<file path="src/rtl/qracc_pkg.sv">
// qracc_pkg: shared SRAM sequencer state encoding and default timing constants.
package qracc_pkg;
  typedef enum logic [2:0] {
    S_IDLE, S_PCH, S_WL, S_SA, S_WR, S_VPCH, S_VWL, S_VSA
  } sram_seq_state_t;
  localparam int DefPchCycles = 1;
  localparam int DefWlCycles = 1;
endpackage

</file>
<file path="src/rtl/wl_decoder.sv">
// wl_decoder: row address plus enable to one-hot wordline, all zero when the address is out of range.
module wl_decoder #(
  parameter int numRows = 128,
  parameter int AW = $clog2(numRows)
) (
  input  logic [AW-1:0]      addr_i,
  input  logic               en_i,
  output logic [numRows-1:0] wl_o
);
  // Shifting past the vector width yields zero, which covers rows >= numRows.
  assign wl_o = en_i ? {{(numRows-1){1'b0}}, 1'b1} << addr_i : '0;
endmodule

</file>
<file path="src/rtl/sram_seq_ctrl.sv">
// sram_seq_ctrl: sequences precharge/wordline/sense/write pins for one SRAM request at a time.
// Define SRAM_SEQ_WRITE_VERIFY_EN to add a read-back check after every write.
module sram_seq_ctrl import qracc_pkg::*; #(
  parameter int numRows = 128,
  parameter int numCols = 32,
  parameter int PchCycles = DefPchCycles,
  parameter int WlCycles = DefWlCycles
) (
  input  logic                       clk,
  input  logic                       nrst,
  input  logic                       rq_wr_i,
  input  logic                       rq_valid_i,
  output logic                       rq_ready_o,
  input  logic [$clog2(numRows)-1:0] addr_i,
  input  logic [numCols-1:0]         wr_data_i,
  output logic                       rd_valid_o,
  output logic [numCols-1:0]         rd_data_o,
  output logic                       wr_err_o,
  output logic [numRows-1:0]         WL,
  output logic                       PCH,
  output logic                       WRITE,
  output logic [numCols-1:0]         WR_DATA,
  output logic [numCols-1:0]         CSEL,
  output logic                       SAEN,
  input  logic [numCols-1:0]         SA_OUT
);
  localparam int AW = $clog2(numRows);
  localparam int MaxCyc = PchCycles > WlCycles ? PchCycles : WlCycles;
  localparam int CW = $clog2(MaxCyc + 1);
  localparam logic [CW-1:0] PchLd = CW'(PchCycles - 1);
  localparam logic [CW-1:0] WlLd = CW'(WlCycles - 1);

  sram_seq_state_t state_q, state_d;
  logic [CW-1:0] cnt_q, cnt_d;
  logic wr_q, ready_q, rd_valid_q, pch_q, write_q, saen_q;
  logic [AW-1:0] addr_q;
  logic [numCols-1:0] data_q, rd_data_q, wr_data_q, csel_q;
  logic [numRows-1:0] wl_q, wl_d;
  logic hs, done, wl_en_d, in_range;

  assign hs = rq_valid_i & rq_ready_o;
  assign done = cnt_q == '0;
  assign in_range = int'(addr_q) < numRows;
  assign wl_en_d = state_d inside {S_WL, S_SA, S_WR, S_VWL, S_VSA};

  always_comb begin
    state_d = state_q;
    cnt_d = done ? cnt_q : cnt_q - CW'(1);
    case (state_q)
      S_IDLE: if (hs) begin state_d = S_PCH; cnt_d = PchLd; end
      S_PCH:  if (done) begin state_d = wr_q ? S_WR : S_WL; cnt_d = WlLd; end
      S_WL:   if (done) state_d = S_SA;
      S_SA:   state_d = S_IDLE;
`ifdef SRAM_SEQ_WRITE_VERIFY_EN
      S_WR:   if (done) begin state_d = S_VPCH; cnt_d = PchLd; end
      S_VPCH: if (done) begin state_d = S_VWL; cnt_d = WlLd; end
      S_VWL:  if (done) state_d = S_VSA;
      S_VSA:  state_d = S_IDLE;
`else
      S_WR:   if (done) state_d = S_IDLE;
`endif
      default: state_d = S_IDLE;
    endcase
  end

  wl_decoder #(.numRows(numRows), .AW(AW)) u_wl_decoder (
    .addr_i(addr_q),
    .en_i  (wl_en_d),
    .wl_o  (wl_d)
  );

  always_ff @(posedge clk or negedge nrst) begin
    if (!nrst) begin
      state_q <= S_IDLE;
      cnt_q <= '0;
      wr_q <= 1'b0;
      addr_q <= '0;
      data_q <= '0;
      ready_q <= 1'b0;
      rd_valid_q <= 1'b0;
      rd_data_q <= '0;
      pch_q <= 1'b0;
      write_q <= 1'b0;
      saen_q <= 1'b0;
      wl_q <= '0;
      wr_data_q <= '0;
      csel_q <= '0;
    end else begin
      state_q <= state_d;
      cnt_q <= cnt_d;
      if (hs) begin
        wr_q <= rq_wr_i;
        addr_q <= addr_i;
        data_q <= wr_data_i;
      end
      ready_q <= state_d == S_IDLE;
      rd_valid_q <= state_q == S_SA;
      if (state_q == S_SA) rd_data_q <= in_range ? SA_OUT : '0;
      pch_q <= state_d inside {S_PCH, S_VPCH};
      write_q <= state_d == S_WR;
      saen_q <= state_d inside {S_SA, S_VSA};
      wl_q <= wl_d;
      wr_data_q <= state_d == S_WR ? data_q : '0;
      csel_q <= state_d == S_WR ? '1 : '0;
    end
  end

`ifdef SRAM_SEQ_WRITE_VERIFY_EN
  logic wr_err_q;
  always_ff @(posedge clk or negedge nrst) begin
    if (!nrst) wr_err_q <= 1'b0;
    else wr_err_q <= state_q == S_VSA && SA_OUT != data_q;
  end
  assign wr_err_o = wr_err_q;
`else
  assign wr_err_o = 1'b0;
`endif

  assign rq_ready_o = ready_q;
  assign rd_valid_o = rd_valid_q;
  assign rd_data_o = rd_data_q;
  assign WL = wl_q;
  assign PCH = pch_q;
  assign WRITE = write_q;
  assign WR_DATA = wr_data_q;
  assign CSEL = csel_q;
  assign SAEN = saen_q;
endmodule

</file>
<file path="config.mk">
export PLATFORM = sky130hd
export DESIGN_NAME = sram_seq_ctrl
export DESIGN_NICKNAME = d
export VERILOG_FILES = /design/src/rtl/qracc_pkg.sv /design/src/rtl/wl_decoder.sv /design/src/rtl/sram_seq_ctrl.sv
export SDC_FILE = /design/constraint.sdc
export NUM_CORES = 1
export LEC_CHECK = 0
export CORE_MARGIN = 4
export CORE_UTILIZATION = 35
export CTS_CLUSTER_SIZE = 12
export DETAILED_ROUTE_END_ITERATION = 6
export PLACE_DENSITY = 0.68
export SETUP_SLACK_MARGIN = 0.3
export SKIP_CTS_REPAIR_TIMING = 1
export SYNTH_ARGS = -nofsm -noshare
export SYNTH_HDL_FRONTEND = slang
export SYNTH_HIERARCHICAL = 1
export SYNTH_SLANG_ARGS = --single-unit
export TNS_END_PERCENT = 100
</file>
<file path="constraint.sdc">
create_clock -name clk -period 2 [get_ports clk]
set_input_delay 0.3 -clock clk [delete_from_list [all_inputs] [get_ports clk]]
set_output_delay 0.3 -clock clk [all_outputs]
set_load 0.1 [all_outputs]
</file>
-- Word-level counts from Yosys, hierarchy flattened
Index checks and enable logic that the tools add are counted.
- word-level logic and storage cells: 46
- output and inout port bits: 230
- input port bits: 75
- register bits: 273
- equal/unequal tests: 11
- shifts and indexed selects: 1
- multiplexer cells: 13
- bitwise logic cells: 1
- add/subtract/negate cells: 1
- reduce and logical (&&, ||, !) cells: 5
- operators with widths (kind ; count):
    2-to-1 mux 128 bit ; 1
    left shift 1 x 7 -> 128 bit (first input constant) ; 1
    2-to-1 mux 32 bit ; 2
    == test 3 bit (second input constant) ; 5
    2-to-1 mux 3 bit ; 5
    == test 3 x 2 -> 1 bit (second input constant) ; 4
    one-hot mux 3 bit (4 select lines) ; 1
    == test 3 x 1 -> 1 bit (second input constant) ; 2
    zero test 3 bit ; 2
    nonzero test 5 bit ; 1
    nonzero test 2 bit ; 2
    2-to-1 mux 1 bit ; 3
    one-hot mux 1 bit (2 select lines) ; 1
    bitwise AND 1 bit ; 1
    subtractor 1 bit (second input constant) ; 1

-- Depth between registers and ports, before layout
Gate-level depths: netlist (run 1).
- word-level depth: 6
- gate-level depth with buffers: 8
- mapped depth without buffers: 4

-- By module
Netlist (run 1), hierarchy kept.
- modules (own cells, without submodules) (module ; cells each ; sequential area each (um^2) ; area an instance (um^2) ; instances):
    sram_seq_ctrl ; 407 ; 6005.8 ; 7596.0 ; 1
    wl_decoder ; 196 ; 0.0 ; 1032.2 ; 1

-- Worst setup path before layout (run 1)
Ideal clock, no wire load.
- path type: reg-to-output
- from: register CSEL[30] (netlist name)
- to: output port CSEL[0]
- cell stages (with the launch flop): 2
- setup slack: -0.139 ns
- data required time: 1.700 ns
- path buffers: 1
- arrival: 1.839 ns
- cells stage by stage: dfrtp_1 -> buf_4
- RTL lines (element ; line ; source):
    end: declaration ; sram_seq_ctrl.sv:23 ; output logic [numCols-1:0] CSEL,

-- Worst setup path after layout (run 1)
- from: register csel_q[30], in the netlist CSEL[30]
- to: output port CSEL[30]
- RTL lines (element ; line ; source):
    start: declaration ; sram_seq_ctrl.sv:37 ; logic [numCols-1:0] data_q, rd_data_q, wr_data_q, csel_q;
    start signal: assignment ; sram_seq_ctrl.sv:104 ; csel_q <= state_d == S_WR ? '1 : '0;
No word-level cell between the ends.

==> results.yml, run 1 <==
run_status:
  status: "finished clean"
detailed_routing:
  vias: 5579
  first_pass_iters: 4
  vias_per_cell: 4.50
  wl_per_cell_um: 17.7
  route.detailed.drc: 0
  ant_nets: 0
  wirelength_um: 21900
  drt_first_iter_violations: 267
floorplan:
  dieWidth_um: 165
  rows: 57
  start_util_pct: 35.5
  die_area_um2: 27200
  dieHeight_um: 165
  ios: 305
  core_um2: 24300
cts:
  clk-insertion-delay-late_ns: 0.51
  htreeDepth: 1
  tritoncts: "done"
  clk_pin_slew_ns: 0.06
  clockBufferDepth: 3
  cts-root-buf: "clkbuf_16"
  cts-buffers-inserted: 26
  cts_sinks: 240
sta:
  period_share_pct: 87.9
  slew_headroom_pct: 53.8
  worstMarginPinSlew_ns: 0.693
  setup_viol: 0
  hold_viol_final: 0
  tns_ns: 0
  finalWorstPathRequiredPeriod_ns: 1.76
  max_freq_ghz: 0.569
  drv_slew: 0
  rsz0062_at_grt: "yes"
  clock_skew_ns: 0.0105
cells_and_area:
  fin_util_pct: 52.3
  syn2layout_area_growth_pct: 47.5
  nNetsFinal: 975
  design_area_um2: 12700
  stdcell_count: 1239
  n_fill_cell: 2068
  final_layout_size_suffix_gt1_share_pct: 43.3
grt:
  overflow: 0
  grt_first_pass_wirelength_um: 32400
  grt_max_degree: 75
  antenna_found_initial: 2
  grt_pass1_vias: 5632
  grt_usage_pct: 15.1
logic_synthesis:
  synth_area_um2: 8630
  synthDistinctLibCells: 32
  synth_ff_type: "dfrtp_1"
  synthArstFlopShare_pct: 100
  yosys.area.top_type: "dfrtp_1"
  synth-seq-cells: 240
  ys_top_cells_by_area: "dfrtp_1 (70%), mux2_2 (5.6%), nor2_1 (5.5%)"
  yosysSeqAreaShare_pct: 69.6
  yosysWarningCount: 6
  yosys.area.top_type_share_pct: 69.6
  synthCells: 603
  syn_area_per_cell_um2: 14.3
  syn-num-nets: 678
  synth_edf_count: 0
power:
  cellInternalPower_uw: 12000
  comb_power_share_pct: 48.5
  swShare_pct: 46.0
  power_density_nw_per_um2: 1740
  p_leak_uw: 0.00620
  power_switching_uw: 10200
  power_frac_clock_pct: 21.1
  ir_drop_v: 0.00112
  p_seq_share_pct: 30.4
setup_path:
  worst_path_max_delay_cell: "dfrtp_2"
  worstRegToRegCells: 6
  critPathMaxStageDelay_ns: 0.46
  timing.rr.end: "WL[91]"
  cp_top_family: "buffers and inverters"
  critPathLaunchType: "register"
  crit_fanout: 16
  r2r_start: "state_q[1]"
  worst-setup-path-type: "reg2out"
  crit_buf_inv: 2
  critPathRequiredTime_ns: 1.70
  cp.arrival_ns: 1.46
  cp_cell_sequence: "clkbuf_16 > buf_12"
  crit_path_end_kind: "output pin"
  reg2reg_slack_ns: 0.37
placement:
  place_area_um2: 11700
  globalplace.congestion: 0.829
  port_buffers: 303
  hpwlAfterDp_um: 15400
  placed_cells: 1183
worst_hold_path:
  hold_path_class: "in2async"
run:
  maxCapViolCount: 0
power groups by stage:
| stage | clock network [µW] | registers, µW | logic [µW] |
|---|---|---|---|
| 3_3_place_gp | 0 | 6740 | 10600 |
| 5_1_grt | 5070 | 6930 | 11100 |
| 6_report | 4680 | 6750 | 10800 |
| 3_5_place_dp | 0 | 6780 | 10700 |
| 4_1_cts | 4830 | 6710 | 10700 |
| 2_1_floorplan | 0 | 10500 | 4390 |
Yosys cell counts (2+ instances only):
cell type and number:
nor2_2 2, nand4bb_1 15, dfrtp_1 240, and2_1 32, mux2_2 43, clkbuf_2 2
or4b_1 9, clkbuf_1 11, buf_2 19, nand4b_2 2, nor2_1 126, nand4_1 2
buf_6 6, buf_4 36, mux2_4 29, or4_1 2, nand2b_1 2, a21oi_1 3
nand4b_1 9
cell families after synthesis:
| logic type | share of synthesized area, % |
|---|---|
| AO/OA/AOI/OAI | 0.363 |
| flip-flops | 69.6 |
| other | 0.0435 |
| AND/OR/NAND/NOR | 13.7 |
| multiplexers | 10.7 |
| buffers and inverters | 5.66 |
final cells by class:
cell class	instances	area [µm²]	area share, %
antenna	1	2.50	0.0197
clock buffer	36	759	5.97
clock inverter	6	82.6	0.649
inverter	1	3.75	0.0295
multi-input combinational	289	2190	17.2
sequential	240	6010	47.2
tap	324	405	3.18
timing repair buffer	342	3280	25.7
placed cells by master (no fill, tap or decap), types with 2 or more instances in the layout:
cell type / Yosys / final
dfrtp_1: 240 / 236
buf_4: 36 / 226
nor2_1: 126 / 126
clkdlybuf4s50_1: 0 / 73
mux2_2: 43 / 43
buf_12: 0 / 38
and2_1: 32 / 32
mux2_4: 29 / 29
clkbuf_16: 0 / 28
nand4bb_1: 15 / 15
nand4b_1: 9 / 9
or4b_1: 9 / 8
clkbuf_8: 0 / 5
dfrtp_2: 0 / 4
clkbuf_1: 11 / 4
clkinv_2: 0 / 3
a21oi_1: 3 / 2
nand2b_4: 0 / 2
bufinv_16: 0 / 2
or4b_4: 0 / 2
nand4b_2: 2 / 2
nand4_1: 2 / 2
or4_1: 2 / 2
nor2_2: 2 / 2
metal layers:
| metal | up-vias | wire length (µm) | GRT usage (%) |
|---|---|---|---|
| li1 | 2544 | - | - |
| met1 | 2786 | 8570 | 19.0 |
| met4 | 2 | 487 | 4.50 |
| met5 | - | 12 | 0 |
| met3 | 36 | 1990 | 4.74 |
| met2 | 211 | 10900 | 25.1 |
through the flow:
| stage | hold WS, ns | setup WS (ns) | total power, µW |
|---|---|---|---|
| 2_1_floorplan | 0.00441 | 0.246 | 14900 |
| 3_3_place_gp | 0.319 | 0.348 | 17300 |
| 3_5_place_dp | 0.313 | 0.312 | 17500 |
| 4_1_cts | -0.241 | 0.171 | 22200 |
| 5_1_grt | 0.379 | 0.194 | 23100 |
| 6_report | 0.351 | 0.241 | 22200 |
registers in the layout (all words and copies together), names as in the netlist:
name and count:
CSEL 1, PCH 1, SAEN 1, WL 128, WR_DATA 32, addr_q 7
data_q 32, rd_data_o 32, rd_valid_o 1, rq_ready_o 1, state_q 3, wr_q 1
how the worst max path moves through the flow:
stage / from / slack, ns / cells after the start / end
finish: CSEL[30] / 0.24 / 2 / CSEL[30]
detailed placement: state_q[1] / 0.31 / 4 / rd_data_o[30]
CTS: CSEL[30] / 0.17 / 2 / CSEL[23]
global route: CSEL[30] / 0.19 / 2 / CSEL[19]
floorplan: state_q[1] / 0.25 / 8 / WL[33]
global placement: addr_q[1] / 0.35 / 3 / WL[118]
Power figures use the tool's default switching activity.
==> run 2, diff against run 1 <==
--- a/config.mk
+++ b/config.mk
@@ -5,12 +5,14 @@
 export SDC_FILE = /design/constraint.sdc
 export NUM_CORES = 1
 export LEC_CHECK = 0
+export CELL_PAD_IN_SITES_DETAIL_PLACEMENT = 0
+export CELL_PAD_IN_SITES_GLOBAL_PLACEMENT = 1
 export CORE_MARGIN = 4
 export CORE_UTILIZATION = 35
 export CTS_CLUSTER_SIZE = 12
 export DETAILED_ROUTE_END_ITERATION = 6
-export PLACE_DENSITY = 0.68
-export SETUP_SLACK_MARGIN = 0.3
+export PLACE_DENSITY = 0.82
+export SETUP_SLACK_MARGIN = 0.2
 export SKIP_CTS_REPAIR_TIMING = 1
 export SYNTH_ARGS = -nofsm -noshare
 export SYNTH_HDL_FRONTEND = slang
==> run 2 against run 1 <==
Cell count down 0.56%. Global-route usage is 0.51 points higher. Register-to-register slack got worse by 0.08 ns. Routed wire length rose by 1.7%. Die area unchanged. Critical path type unchanged. Critical endpoint is now CSEL[12]. Largest power group unchanged.
==> results.yml, run 2 (synthesis gave the netlist of run 1 again) <==
run_status:
  status: "finished clean"
cells_and_area:
  final_common_cell: "dfrtp_1"
  final_layout_size_suffix_gt1_share_pct: 41.5
  largest_reg_flops: 128
  nNetsFinal: 965
  stdcell_count: 1232
  antenna_cells: 0
  final_cell_mix: "dfrtp_1 (239), buf_4 (217), nor2_1 (126)"
  syn2layout_area_growth_pct: 46.7
  design_area_um2: 12700
  fin_util_pct: 52.1
  n_fill_cell: 2020
power:
  power_density_nw_per_um2: 1770
  ir_drop_v: 0.00135
  power_switching_uw: 10200
  cellInternalPower_uw: 12200
  comb_power_share_pct: 48.7
  power.total_uw: 22400
  swShare_pct: 45.7
  p_leak_uw: 0.00618
  p_seq_share_pct: 29.4
  power_frac_clock_pct: 21.9
detailed_routing:
  vias_per_cell: 4.50
  vias: 5539
  wl_per_cell_um: 18.1
  route.detailed.drc: 0
  drt_first_iter_violations: 291
  ant_nets: 0
  first_pass_iters: 4
  wirelength_um: 22300
setup_path:
  crit_fanout: 16
  critPathLaunchType: "register"
  crit_path_end_kind: "output pin"
  worst-setup-path-type: "reg2out"
  cp.arrival_ns: 1.42
  critPathRequiredTime_ns: 1.70
cts:
  cts-buffers-inserted: 26
  htreeDepth: 1
  clk_pin_slew_ns: 0.06
  clockBufferDepth: 3
  cts-root-buf: "clkbuf_16"
  cts_sinks: 240
  clk-insertion-delay-late_ns: 0.51
  tritoncts: "done"
sta:
  max_freq_ghz: 0.582
  clock_skew_ns: 0.0109
  slew_headroom_pct: 54.6
  tns_ns: 0
  rsz0062_at_grt: "yes"
  finalWorstPathRequiredPeriod_ns: 1.72
  drv_slew: 0
  setup_viol: 0
  period_share_pct: 85.9
  hold_viol_final: 0
  worstMarginPinSlew_ns: 0.681
grt:
  overflow: 0
  grt_pass1_vias: 5788
  antenna_found_initial: 2
  grt_first_pass_wirelength_um: 33100
  grt_usage_pct: 15.6
  grt_max_degree: 64
floorplan:
  dieHeight_um: 165
  die_area_um2: 27200
  rows: 57
  dieWidth_um: 165
  ios: 305
  core_um2: 24300
  start_util_pct: 35.5
placement:
  placed_cells: 1184
  port_buffers: 303
  globalplace.congestion: 0.771
  hpwlAfterDp_um: 15600
  place_area_um2: 11700
worst_hold_path:
  hold_path_class: "in2async"
run:
  maxCapViolCount: 0
-- run 2: cell types whose count changed in the layout (fill, tap and decap cells not counted), sizes merged --
cell	change
buf	-9
bufinv	+2
clkbuf	+5
clkinv	-2
clkinvlp	-1
diode	-1
or4b	-1
-- run 2: critical path, cell delays in order (launching register included) --
cell and delay, ns:
dfrtp_2 0.44, clkbuf_16 0.27, buf_12 0.20
-- run 2: area by class of cell --
| class | instances | area (µm²) | share of cell area [%] |
|---|---|---|---|
| well taps | 324 | 405 | 3.20 |
| clock inverters | 5 | 125 | 0.988 |
| repair buffers | 333 | 3220 | 25.4 |
| flip-flops and latches | 240 | 6010 | 47.5 |
| inverters | 1 | 3.75 | 0.0297 |
| multi-input cells | 288 | 2140 | 16.9 |
| clock buffers | 41 | 758 | 5.99 |
-- run 2: worst paths after layout --
kind                       slack (ns)       endpoint  depth (start not counted)  startpoint
setup / recovery                 0.28       CSEL[12]                          2    CSEL[30]
hold / removal                   0.34         WL[62]                          2        nrst
setup reg to reg                 0.29         WL[32]                          5  state_q[0]
hold reg to reg                  0.47     WR_DATA[9]                          1   data_q[9]
max in group asynchronous        0.90   rd_data_o[3]                          3        nrst
min in group clk                 0.40  rd_data_o[20]                          2  SA_OUT[20]
-- run 2: metrics by stage --
stage / worst slack [ns] / hold slack (ns)
2_1_floorplan: 0.205 / 0.00441
3_3_place_gp: 0.358 / 0.277
3_5_place_dp: 0.323 / 0.293
4_1_cts: 0.172 / -0.261
5_1_grt: 0.199 / 0.362
6_report: 0.282 / 0.343
-- run 2: per-layer routing --
layer | wire length (µm) | GRT usage [%]
met4 | 448 | 4.12
met3 | 1710 | 3.99
met5 | 26 | 0
met2 | 11600 | 27.4
met1 | 8540 | 19.1
-- run 2: power groups by stage --
| stage | Combinational [µW] | Sequential [µW] | Clock [µW] |
|---|---|---|---|
| 3_5_place_dp | 11000 | 6650 | 0 |
| 2_1_floorplan | 4340 | 10500 | 0 |
| 4_1_cts | 11000 | 6580 | 5070 |
| 3_3_place_gp | 10800 | 6630 | 0 |
| 6_report | 10900 | 6570 | 4910 |
| 5_1_grt | 11300 | 6720 | 5290 |
